<file path="config.mk">
export PLATFORM = sky130hd
export DESIGN_NAME = multicycle_control_flat
export DESIGN_NICKNAME = d
export VERILOG_FILES = /design/src/rtl/multicycle_control_if.sv /design/src/rtl/multicycle_control.sv /design/src/flat_wrapper.sv
export SDC_FILE = /design/constraint.sdc
export NUM_CORES = 1
export LEC_CHECK = 0
export CELL_PAD_IN_SITES_DETAIL_PLACEMENT = 1
export CELL_PAD_IN_SITES_GLOBAL_PLACEMENT = 1
export CORE_ASPECT_RATIO = 1.75
export CORE_MARGIN = 2
export CORE_UTILIZATION = 25
export CTS_CLUSTER_SIZE = 28
export DETAILED_ROUTE_END_ITERATION = 6
export GPL_TIMING_DRIVEN = 0
export PLACE_DENSITY = 0.76
export SLEW_MARGIN = 20
export SYNTH_ARGS = -nofsm -noshare
export SYNTH_HDL_FRONTEND = slang
export SYNTH_SLANG_ARGS = --single-unit
</file>
<file path="constraint.sdc">
create_clock -name clk -period 2.35 [get_ports clk]
set_clock_uncertainty 0.15 [all_clocks]
set_input_delay 0.47 -clock clk [delete_from_list [all_inputs] [get_ports clk]]
set_output_delay 0.47 -clock clk [all_outputs]
set_load 0.01 [all_outputs]
</file>
<file path="src/rtl/multicycle_control_if.sv">
// Memory-port handshake between the multi-cycle sequencer and the unified memory.
// mem_req/mem_we/iord are held by the master until the cycle the slave raises mem_ready.
interface multicycle_control_if;
    logic mem_req;
    logic mem_we;
    logic iord;
    logic mem_ready;

    modport master (output mem_req, output mem_we, output iord, input mem_ready);
    modport slave  (input mem_req, input mem_we, input iord, output mem_ready);
endinterface

</file>
<file path="src/rtl/multicycle_control.sv">
// Moore-style multi-cycle sequencer: fetch, decode, execute, memory, write-back,
// with mem_ready-gated Mealy terms in FETCH and MEMWR.
module multicycle_control (
    input  logic                        clk,
    input  logic                        rst_n,
    input  logic [5:0]                  opcode,
    multicycle_control_if.master        mem,
    output logic                        ir_write,
    output logic                        pc_write,
    output logic                        pc_write_cond,
    output logic [1:0]                  pc_source,
    output logic                        alusrc_a,
    output logic [1:0]                  alusrc_b,
    output logic [1:0]                  aluop,
    output logic                        reg_dest,
    output logic                        mem_to_reg,
    output logic                        reg_write,
    output logic                        instr_done,
    output logic                        illegal,
    output logic [3:0]                  state
);
    localparam logic [5:0] OP_RTYPE = 6'b000000;
    localparam logic [5:0] OP_J     = 6'b000010;
    localparam logic [5:0] OP_BEQ   = 6'b000100;
    localparam logic [5:0] OP_ADDI  = 6'b001000;
    localparam logic [5:0] OP_ANDI  = 6'b001100;
    localparam logic [5:0] OP_LW    = 6'b100011;
    localparam logic [5:0] OP_SW    = 6'b101011;

    typedef enum logic [3:0] {
        S_FETCH   = 4'd0,
        S_DECODE  = 4'd1,
        S_MEMADR  = 4'd2,
        S_MEMRD   = 4'd3,
        S_MEMWB   = 4'd4,
        S_MEMWR   = 4'd5,
        S_RTEXEC  = 4'd6,
        S_RTWB    = 4'd7,
        S_BRANCH  = 4'd8,
        S_IMMEXEC = 4'd9,
        S_IMMWB   = 4'd10,
        S_JUMP    = 4'd11,
        S_TRAP    = 4'd12
    } state_t;

    state_t state_q;
    state_t state_d;

    always_ff @(posedge clk or negedge rst_n) begin
        if (!rst_n) state_q <= S_FETCH;
        else        state_q <= state_d;
    end

    assign state = state_q;

    // Outputs stay at their zero defaults while rst_n is low, so an abandoned
    // instruction never writes a register or the PC and the memory request drops.
    always_comb begin
        state_d       = S_FETCH;
        mem.mem_req   = 1'b0;
        mem.mem_we    = 1'b0;
        mem.iord      = 1'b0;
        ir_write      = 1'b0;
        pc_write      = 1'b0;
        pc_write_cond = 1'b0;
        pc_source     = 2'b00;
        alusrc_a      = 1'b0;
        alusrc_b      = 2'b00;
        aluop         = 2'b00;
        reg_dest      = 1'b0;
        mem_to_reg    = 1'b0;
        reg_write     = 1'b0;
        instr_done    = 1'b0;
        illegal       = 1'b0;
        if (rst_n) begin
            case (state_q)
                S_FETCH: begin
                    mem.mem_req = 1'b1;
                    alusrc_b    = 2'b01;
                    if (mem.mem_ready) begin
                        ir_write = 1'b1;
                        pc_write = 1'b1;
                        state_d  = S_DECODE;
                    end else begin
                        state_d  = S_FETCH;
                    end
                end
                S_DECODE: begin
                    alusrc_b = 2'b11;
                    case (opcode)
                        OP_LW, OP_SW:     state_d = S_MEMADR;
                        OP_RTYPE:         state_d = S_RTEXEC;
                        OP_BEQ:           state_d = S_BRANCH;
                        OP_ADDI, OP_ANDI: state_d = S_IMMEXEC;
                        OP_J:             state_d = S_JUMP;
                        default:          state_d = S_TRAP;
                    endcase
                end
                S_MEMADR: begin
                    alusrc_a = 1'b1;
                    alusrc_b = 2'b10;
                    state_d  = (opcode == OP_LW) ? S_MEMRD : S_MEMWR;
                end
                S_MEMRD: begin
                    mem.mem_req = 1'b1;
                    mem.iord    = 1'b1;
                    state_d     = mem.mem_ready ? S_MEMWB : S_MEMRD;
                end
                S_MEMWB: begin
                    reg_write  = 1'b1;
                    mem_to_reg = 1'b1;
                    instr_done = 1'b1;
                end
                S_MEMWR: begin
                    mem.mem_req = 1'b1;
                    mem.mem_we  = 1'b1;
                    mem.iord    = 1'b1;
                    instr_done  = mem.mem_ready;
                    state_d     = mem.mem_ready ? S_FETCH : S_MEMWR;
                end
                S_RTEXEC: begin
                    alusrc_a = 1'b1;
                    aluop    = 2'b10;
                    state_d  = S_RTWB;
                end
                S_RTWB: begin
                    reg_write  = 1'b1;
                    reg_dest   = 1'b1;
                    instr_done = 1'b1;
                end
                S_BRANCH: begin
                    alusrc_a      = 1'b1;
                    aluop         = 2'b01;
                    pc_write_cond = 1'b1;
                    pc_source     = 2'b01;
                    instr_done    = 1'b1;
                end
                S_IMMEXEC: begin
                    alusrc_a = 1'b1;
                    alusrc_b = 2'b10;
                    aluop    = (opcode == OP_ANDI) ? 2'b11 : 2'b00;
                    state_d  = S_IMMWB;
                end
                S_IMMWB: begin
                    reg_write  = 1'b1;
                    instr_done = 1'b1;
                end
                S_JUMP: begin
                    pc_write   = 1'b1;
                    pc_source  = 2'b10;
                    instr_done = 1'b1;
                end
                S_TRAP: begin
                    illegal = 1'b1;
                end
                default: state_d = S_FETCH;
            endcase
        end
    end
endmodule

</file>
<file path="src/flat_wrapper.sv">
// flat-port wrapper written by rule: the top's interface ports become plain ports
module multicycle_control_flat 
  (clk, rst_n, opcode, ir_write, pc_write, pc_write_cond, pc_source, alusrc_a, alusrc_b, aluop, reg_dest, mem_to_reg, reg_write, instr_done, illegal, state, mem_mem_req, mem_mem_we, mem_iord, mem_mem_ready);
  multicycle_control_if mem_i ();
  input  logic clk;
  input  logic rst_n;
  input  logic [5:0] opcode;
  output logic ir_write;
  output logic pc_write;
  output logic pc_write_cond;
  output logic [1:0] pc_source;
  output logic alusrc_a;
  output logic [1:0] alusrc_b;
  output logic [1:0] aluop;
  output logic reg_dest;
  output logic mem_to_reg;
  output logic reg_write;
  output logic instr_done;
  output logic illegal;
  output logic [3:0] state;
  output wire logic [$bits(mem_i.mem_req)-1:0] mem_mem_req;
  output wire logic [$bits(mem_i.mem_we)-1:0] mem_mem_we;
  output wire logic [$bits(mem_i.iord)-1:0] mem_iord;
  input wire logic [$bits(mem_i.mem_ready)-1:0] mem_mem_ready;
  assign mem_mem_req = mem_i.mem_req;
  assign mem_mem_we = mem_i.mem_we;
  assign mem_iord = mem_i.iord;
  assign mem_i.mem_ready = mem_mem_ready;
  multicycle_control u_core (.clk(clk), .rst_n(rst_n), .opcode(opcode), .mem(mem_i), .ir_write(ir_write), .pc_write(pc_write), .pc_write_cond(pc_write_cond), .pc_source(pc_source), .alusrc_a(alusrc_a), .alusrc_b(alusrc_b), .aluop(aluop), .reg_dest(reg_dest), .mem_to_reg(mem_to_reg), .reg_write(reg_write), .instr_done(instr_done), .illegal(illegal), .state(state));
endmodule
</file>
==> run_results.csv, run 1 <==
group,metric,value,unit
floorplanning,start_util,26.4,%
floorplanning,design.core.area,2300,um2
critical_path,path_class,"reg2out",
sta,rsz0062_at_grt,"true",
power_and_ir_drop,power_density,353,nW/um2
sta,tns,0,ns
cells_and_area,fin_cells,160,
placed_design,dp_hpwl,1840,um
clock_tree,clock_path_buffers,2,
sta,maxSlewHeadroom,78.4,%
critical_path,crit_end,"aluop[0]",
synthesis,postSynthAreaPerCell,6.40,um2
clock_tree,insertion_delay,0.23,ns
drt,vias_per_cell,5.40,
clock_tree,clkTransAtPathRegs,0.03,ns
placed_design,place_congestion,0.852,
critical_path,cp.arrival,1.68,ns
drt,wl_per_cell,16.3,um
floorplanning,chipHeight,69.2,um
global_route,grt_pass1_vias,880,
flow_run,drv_cap,0,
floorplanning,rows,23,
global_route,grt_pass1_wl,4100,um
sta,drv_slew,0,
cells_and_area,largest_reg_flops,4,
power_and_ir_drop,p_leak,0.508,nW
cells_and_area,fillerInstances,307,
sta,period_minus_slack,2.30,ns
critical_path,required,1.73,ns
sta,fmax,435,MHz
drt,wirelength,2610,um
synthesis,synth_cell_types,33,
clock_tree,cts_buffers,3,
floorplanning,io_pins,31,
critical_path,cp-end-kind,"primary output",
sta,timing.hold.ws,0.435,ns
cells_and_area,design_area,1090,um2
sta,tightest_slew,0.323,ns
synthesis,synth-seq-area-share,16.5,%
cells_and_area,final-seq-area,104,um2
status,status,"completed",
synthesis,ys_warn_count,0,
synthesis,yosysTopAreaCellShare,16.5,%
clock_tree,cts_sinks,4,
power_and_ir_drop,ir_drop,0.000243,V
synthesis,syn-cell-area,608,um2
placed_design,placed_cell_area,940,um2
hold_path,hp-class,"in2reg",
global_route,grt_remaining_overflow,0,
clock_tree,cts_root_buffer,"clkbuf_8",
cells_and_area,multiInputGateArea,522,um2
critical_path,reg2regPathDepth,4,
clock_tree,cts_tree,"built",
critical_path,max_stage_delay,0.44,ns
critical_path,reg2reg_from,"u_core.state[2]$_DFF_PN0_",
critical_path,r2r_slack,0.70,ns
drt,drt_iter0_drc,20,
global_route,antenna_found_initial,0,
critical_path,critPathLaunchType,"flop",
global_route,grt_max_degree,11,
drt,num_vias,864,
global_route,grt_usage,20.2,%
power_and_ir_drop,power.total,0.384,mW
critical_path,path_cells,"nand2b_4 -> nor2_4 -> nand4_1 -> a2111oi_2 -> buf_2",
cells_and_area,diodes,0,
cells_and_area,syn2layout_area_growth,78.8,%
cells_and_area,fin_nets,146,
sta,setup_viol,0,
synthesis,synthTopCellsByArea,"dfrtp_1, nor2_1, a21oi_1, nand2_1, nand2b_1",
placed_design,port_buffers,30,
critical_path,slowest_stage,"dfrtp_2",
clock_tree,htree_levels,1,
floorplanning,chipWidth,41.3,um
synthesis,synth_top_cell_by_area,"dfrtp_1",
synthesis,ys_ff_latch,4,
sta,period_share,97.8,%
drt,first_pass_iters,4,
sta,hold_viol_final,0,
placed_design,dpl.cell_count,150,
synthesis,syn_inst,95,
cells_and_area,postLayoutCoreUtil,47.2,%
critical_path,critPathLaunch,"u_core.state[1]$_DFF_PN0_",
sta,fin_ws,0.0519,ns
synthesis,synth_nets,104,
floorplanning,die_area,2860,um2
drt,drc,0,
critical_path,crit_fanout,7,
cells_and_area,layout-drive-gt1-share,30.4,%
placed_design,place_ws,-0.876,ns
critical_path,reg2reg_to,"u_core.state[1]$_DFF_PN0_",
drt,final_antenna_net_count,0,
-- repair_timing --
action / 4_1_cts / 5_1_grt
pin swaps: 3 / 3
setup endpoints to repair: 18 / 7
buffers inserted: 1 / 5
hold endpoints to repair: 4 / 0
gates resized for setup: 48 / 18
hold buffers: 1 / 0
-- cells in the mapped netlist --
master,n
a2111oi_2,1
o21ai_0,4
nand4_1,1
a31oi_1,1
nor3b_2,1
o22ai_1,2
a2bb2oi_1,1
or3_4,1
nor3_2,1
nor3_1,7
a211oi_1,3
a21oi_1,10
nand3b_1,1
nor2b_1,3
buf_4,2
mux2i_1,2
nor4_1,1
buf_1,2
inv_1,4
nand2_1,10
or4b_1,1
dfrtp_1,4
and3_1,1
a2111oi_1,1
nand3_1,3
or2_2,1
o21a_1,1
a22oi_1,1
or2_1,1
inv_2,1
clkbuf_1,1
nor2_1,15
nand2b_1,6
-- worst min path at each step --
stage | startpoint | to | slack [ns] | cells after the start
floorplan | rst_n | u_core.state[0]$_DFF_PN0_ | 0.02 | 0
global placement | u_core.state[3]$_DFF_PN0_ | u_core.state[0]$_DFF_PN0_ | 0.61 | 3
detailed placement | u_core.state[3]$_DFF_PN0_ | u_core.state[0]$_DFF_PN0_ | 0.62 | 3
CTS | rst_n | u_core.state[1]$_DFF_PN0_ | 0.47 | 3
global route | opcode[1] | u_core.state[3]$_DFF_PN0_ | 0.47 | 3
finish | opcode[1] | u_core.state[3]$_DFF_PN0_ | 0.44 | 3
-- per-layer routing --
metal	part of all wire (%)	global-route usage (%)	up-vias
li1	-	-	419
met1	34	20.2	410
met2	59	37.8	27
met3	4.5	1.28	8
met4	1.8	7.53	0
met5	0	0	-
-- cell families after synthesis --
| family | share of synthesized area [%] |
|---|---|
| multiplexers | 3.29 |
| buffers and inverters | 7.41 |
| AO/OA/AOI/OAI | 26.3 |
| flip-flops | 16.5 |
| AND/OR/NAND/NOR | 46.5 |
-- worst max-delay path, delay by kind of cell (launching register included) --
family / cells / cell delay [ns]
buffers and inverters: 1 / 0.19
AOI/OAI and AO/OA: 1 / 0.38
DFF: 1 / 0.44
and+or+nand+nor: 3 / 0.44
-- cell type report --
cell class / instances / share of cell area, %
Inverter: 5 / 1.73
Buffer: 5 / 4.37
Tap cell: 25 / 2.88
Multi-Input combinational cell: 81 / 48.0
Clock buffer: 3 / 3.80
Timing Repair Buffer: 37 / 29.7
Sequential cell: 4 / 9.55
-- cell usage in the layout (no fill, tap or decap), types with 3 or more instances in the layout --
master,Yosys,final
dlymetal6s2s_1,0,4
inv_1,4,4
clkbuf_2,0,4
a211oi_1,3,3
nand2_1,10,10
nor2_1,15,11
dlygate4sd2_1,0,12
dfrtp_2,0,3
nor3_2,1,4
nand3_1,3,3
buf_4,2,10
clkdlybuf4s50_1,0,7
nand2b_1,6,3
clkbuf_8,0,4
nor2b_1,3,3
nor3_1,7,4
nor2_2,0,3
o21ai_0,4,4
a21oi_1,10,10
-- power breakdown --
part,internal [mW],total [mW],switching (mW),leakage (nW)
clock,0.110,0.151,0.0417,0.0216
sequential,0.0736,0.0795,0.00590,0.0498
combinational,0.0690,0.153,0.0838,0.437
total,0.252,0.384,0.131,0.508
Power figures use the tool's default switching activity.
==> inputs of run 2 (changes only) <==
--- a/config.mk
+++ b/config.mk
@@ -13,7 +13,7 @@
 export CTS_CLUSTER_SIZE = 28
 export DETAILED_ROUTE_END_ITERATION = 6
 export GPL_TIMING_DRIVEN = 0
-export PLACE_DENSITY = 0.76
+export PLACE_DENSITY_LB_ADDON = 0.1
 export SLEW_MARGIN = 20
 export SYNTH_ARGS = -nofsm -noshare
 export SYNTH_HDL_FRONTEND = slang
==> constraint.sdc (replaced) <==
create_clock -name clk -period 2.6 [get_ports clk]
set_clock_uncertainty 0.15 [all_clocks]
set_input_delay 0.52 -clock clk [delete_from_list [all_inputs] [get_ports clk]]
set_output_delay 0.52 -clock clk [all_outputs]
set_load 0.01 [all_outputs]
==> run_results.csv, run 2 (same netlist as run 1, synthesis figures left out) <==
group,metric,value,unit
status,status,"completed",
clock_tree,cts_root_buffer,"clkbuf_8",
cells_and_area,design_area,1040,um2
critical_path,reg2regPathDepth,5,
clock_tree,clock_path_buffers,2,
critical_path,cp.depth,4,
cells_and_area,fillerInstances,317,
cells_and_area,diodes,0,
global_route,grt_usage,18.3,%
critical_path,crit_fanout,10,
sta,tns,0,ns
critical_path,slowest_stage,"clkdlybuf4s50_1",
floorplanning,start_util,26.4,%
critical_path,cp-end-kind,"primary output",
sta,drv_slew,0,
clock_tree,cts_sinks,4,
drt,drc,0,
sta,hold_viol_final,0,
drt,num_vias,827,
power_and_ir_drop,power_density,319,nW/um2
cells_and_area,layout_common_cells,"clkdlybuf4s50_1, nor2_1, a21oi_1, nand2_1, buf_4",
drt,wl_per_cell,14.9,um
cells_and_area,layout-drive-gt1-share,24.6,%
sta,period_share,95.7,%
critical_path,critPathLaunchType,"flop",
critical_path,path_class,"reg2out",
global_route,grt_pass1_vias,846,
cells_and_area,syn2layout_area_growth,70.4,%
critical_path,path_cells,"clkbuf_4 -> nand2b_1 -> a211oi_1 -> clkdlybuf4s50_1",
floorplanning,rows,23,
critical_path,crit_end,"mem_iord",
sta,setup_viol,0,
floorplanning,chipHeight,69.2,um
critical_path,cp_num_buf_inv,2,
drt,final_antenna_net_count,0,
critical_path,critPathLaunch,"u_core.state[2]$_DFF_PN0_",
clock_tree,insertion_delay,0.21,ns
sta,rsz0062_at_grt,"true",
sta,fmax,402,MHz
placed_design,dpl.cell_count,150,
placed_design,placed_cell_area,940,um2
floorplanning,die_area,2860,um2
clock_tree,cts_tree,"built",
floorplanning,design.core.area,2300,um2
cells_and_area,final_common_cell,"clkdlybuf4s50_1",
global_route,antenna_found_initial,0,
drt,first_pass_iters,3,
cells_and_area,fin_nets,141,
critical_path,r2r_slack,1.02,ns
clock_tree,cts_buffers,3,
clock_tree,clkTransAtPathRegs,0.03,ns
drt,drt_iter0_drc,6,
power_and_ir_drop,p_leak,0.415,nW
floorplanning,chipWidth,41.3,um
global_route,grt_pass1_wl,3870,um
critical_path,crit_family,"buffers and inverters",
cells_and_area,largest_reg_flops,4,
floorplanning,io_pins,31,
sta,tightest_slew,0.338,ns
placed_design,place_congestion,0.752,
power_and_ir_drop,ir_drop,0.000326,V
critical_path,required,1.93,ns
drt,wirelength,2300,um
sta,maxSlewHeadroom,77.4,%
critical_path,reg2reg_to,"u_core.state[2]$_DFF_PN0_",
global_route,grt_max_degree,11,
cells_and_area,fin_cells,155,
critical_path,max_stage_delay,0.57,ns
global_route,grt_remaining_overflow,0,
sta,timing.hold.ws,0.00260,ns
drt,vias_per_cell,5.34,
placed_design,dp_hpwl,1840,um
placed_design,port_buffers,30,
critical_path,cp.arrival,1.82,ns
flow_run,drv_cap,0,
critical_path,reg2reg_from,"u_core.state[2]$_DFF_PN0_",
sta,period_minus_slack,2.49,ns
hold_path,hp-class,"in2async",
clock_tree,htree_levels,1,
==> run 2: cell types whose count changed in the layout (fill, tap and decap cells not counted), moves of 3 or more <==
cell / before / now
dlygate4sd2_1: 12 / 4
clkbuf_2: 4 / 1
clkdlybuf4s50_1: 7 / 20
buf_4: 10 / 6
==> run 2: worst min-delay path by stage <==
stage	start	end	slack, ns	depth (start not counted)
floorplan	rst_n	u_core.state[0]$_DFF_PN0_	0.07	0
global placement	u_core.state[3]$_DFF_PN0_	u_core.state[0]$_DFF_PN0_	0.61	3
detailed placement	u_core.state[1]$_DFF_PN0_	u_core.state[1]$_DFF_PN0_	0.62	3
CTS	rst_n	u_core.state[3]$_DFF_PN0_	0.001	1
global route	rst_n	u_core.state[3]$_DFF_PN0_	0.003	1
finish	rst_n	u_core.state[3]$_DFF_PN0_	0.003	1
==> run 2: cell type report <==
class	instances	area (um2)	area share, %
inverter	5	18.8	1.81
timing repair buffer	32	303	29.2
buffer	5	37.5	3.62
sequential	4	103	9.90
clock buffer	3	41.3	3.99
multi-input combinational	81	502	48.4
tap	25	31.3	3.02
==> run 2: through the flow <==
stage          power [mW]  utilization (%)  setup WS (ns)
3_5_place_dp        0.200             40.8         -0.749
6_report            0.330             45.0          0.112
5_1_grt             0.354             45.0        -0.0123
3_3_place_gp        0.197             40.8         -0.743
2_1_floorplan       0.133                -          0.356
4_1_cts             0.331             42.8        0.00964
==> run 2: repair_timing <==
| action | in CTS | in global routing |
|---|---|---|
| cloned | 0 | 0 |
| hold buffers | 0 | 0 |
| resized for setup | 24 | 20 |
| buffers inserted | 0 | 2 |
| endpoints found under the setup margin | 18 | 14 |
| pin swaps | 2 | 3 |
==> run 2: worst register-to-register path, stage by stage, from the launching register on <==
cell and delay [ns]:
dfrtp_2 0.43, clkbuf_4 0.21, nand2b_1 0.19, mux2i_1 0.20, a2bb2oi_1 0.09, o22ai_1 0.21
==> run 2: metal layers <==
layer  wire (um)  GRT usage, %
met2        1340          32.1
met1         898          21.6
met5           0             0
met3          63          1.28
met4           0          5.38
==> run 2: power breakdown <==
group | internal [mW] | switching (mW)
Clock | 0.0985 | 0.0294
Combinational | 0.0601 | 0.0707
Sequential | 0.0663 | 0.00512
Total | 0.225 | 0.105
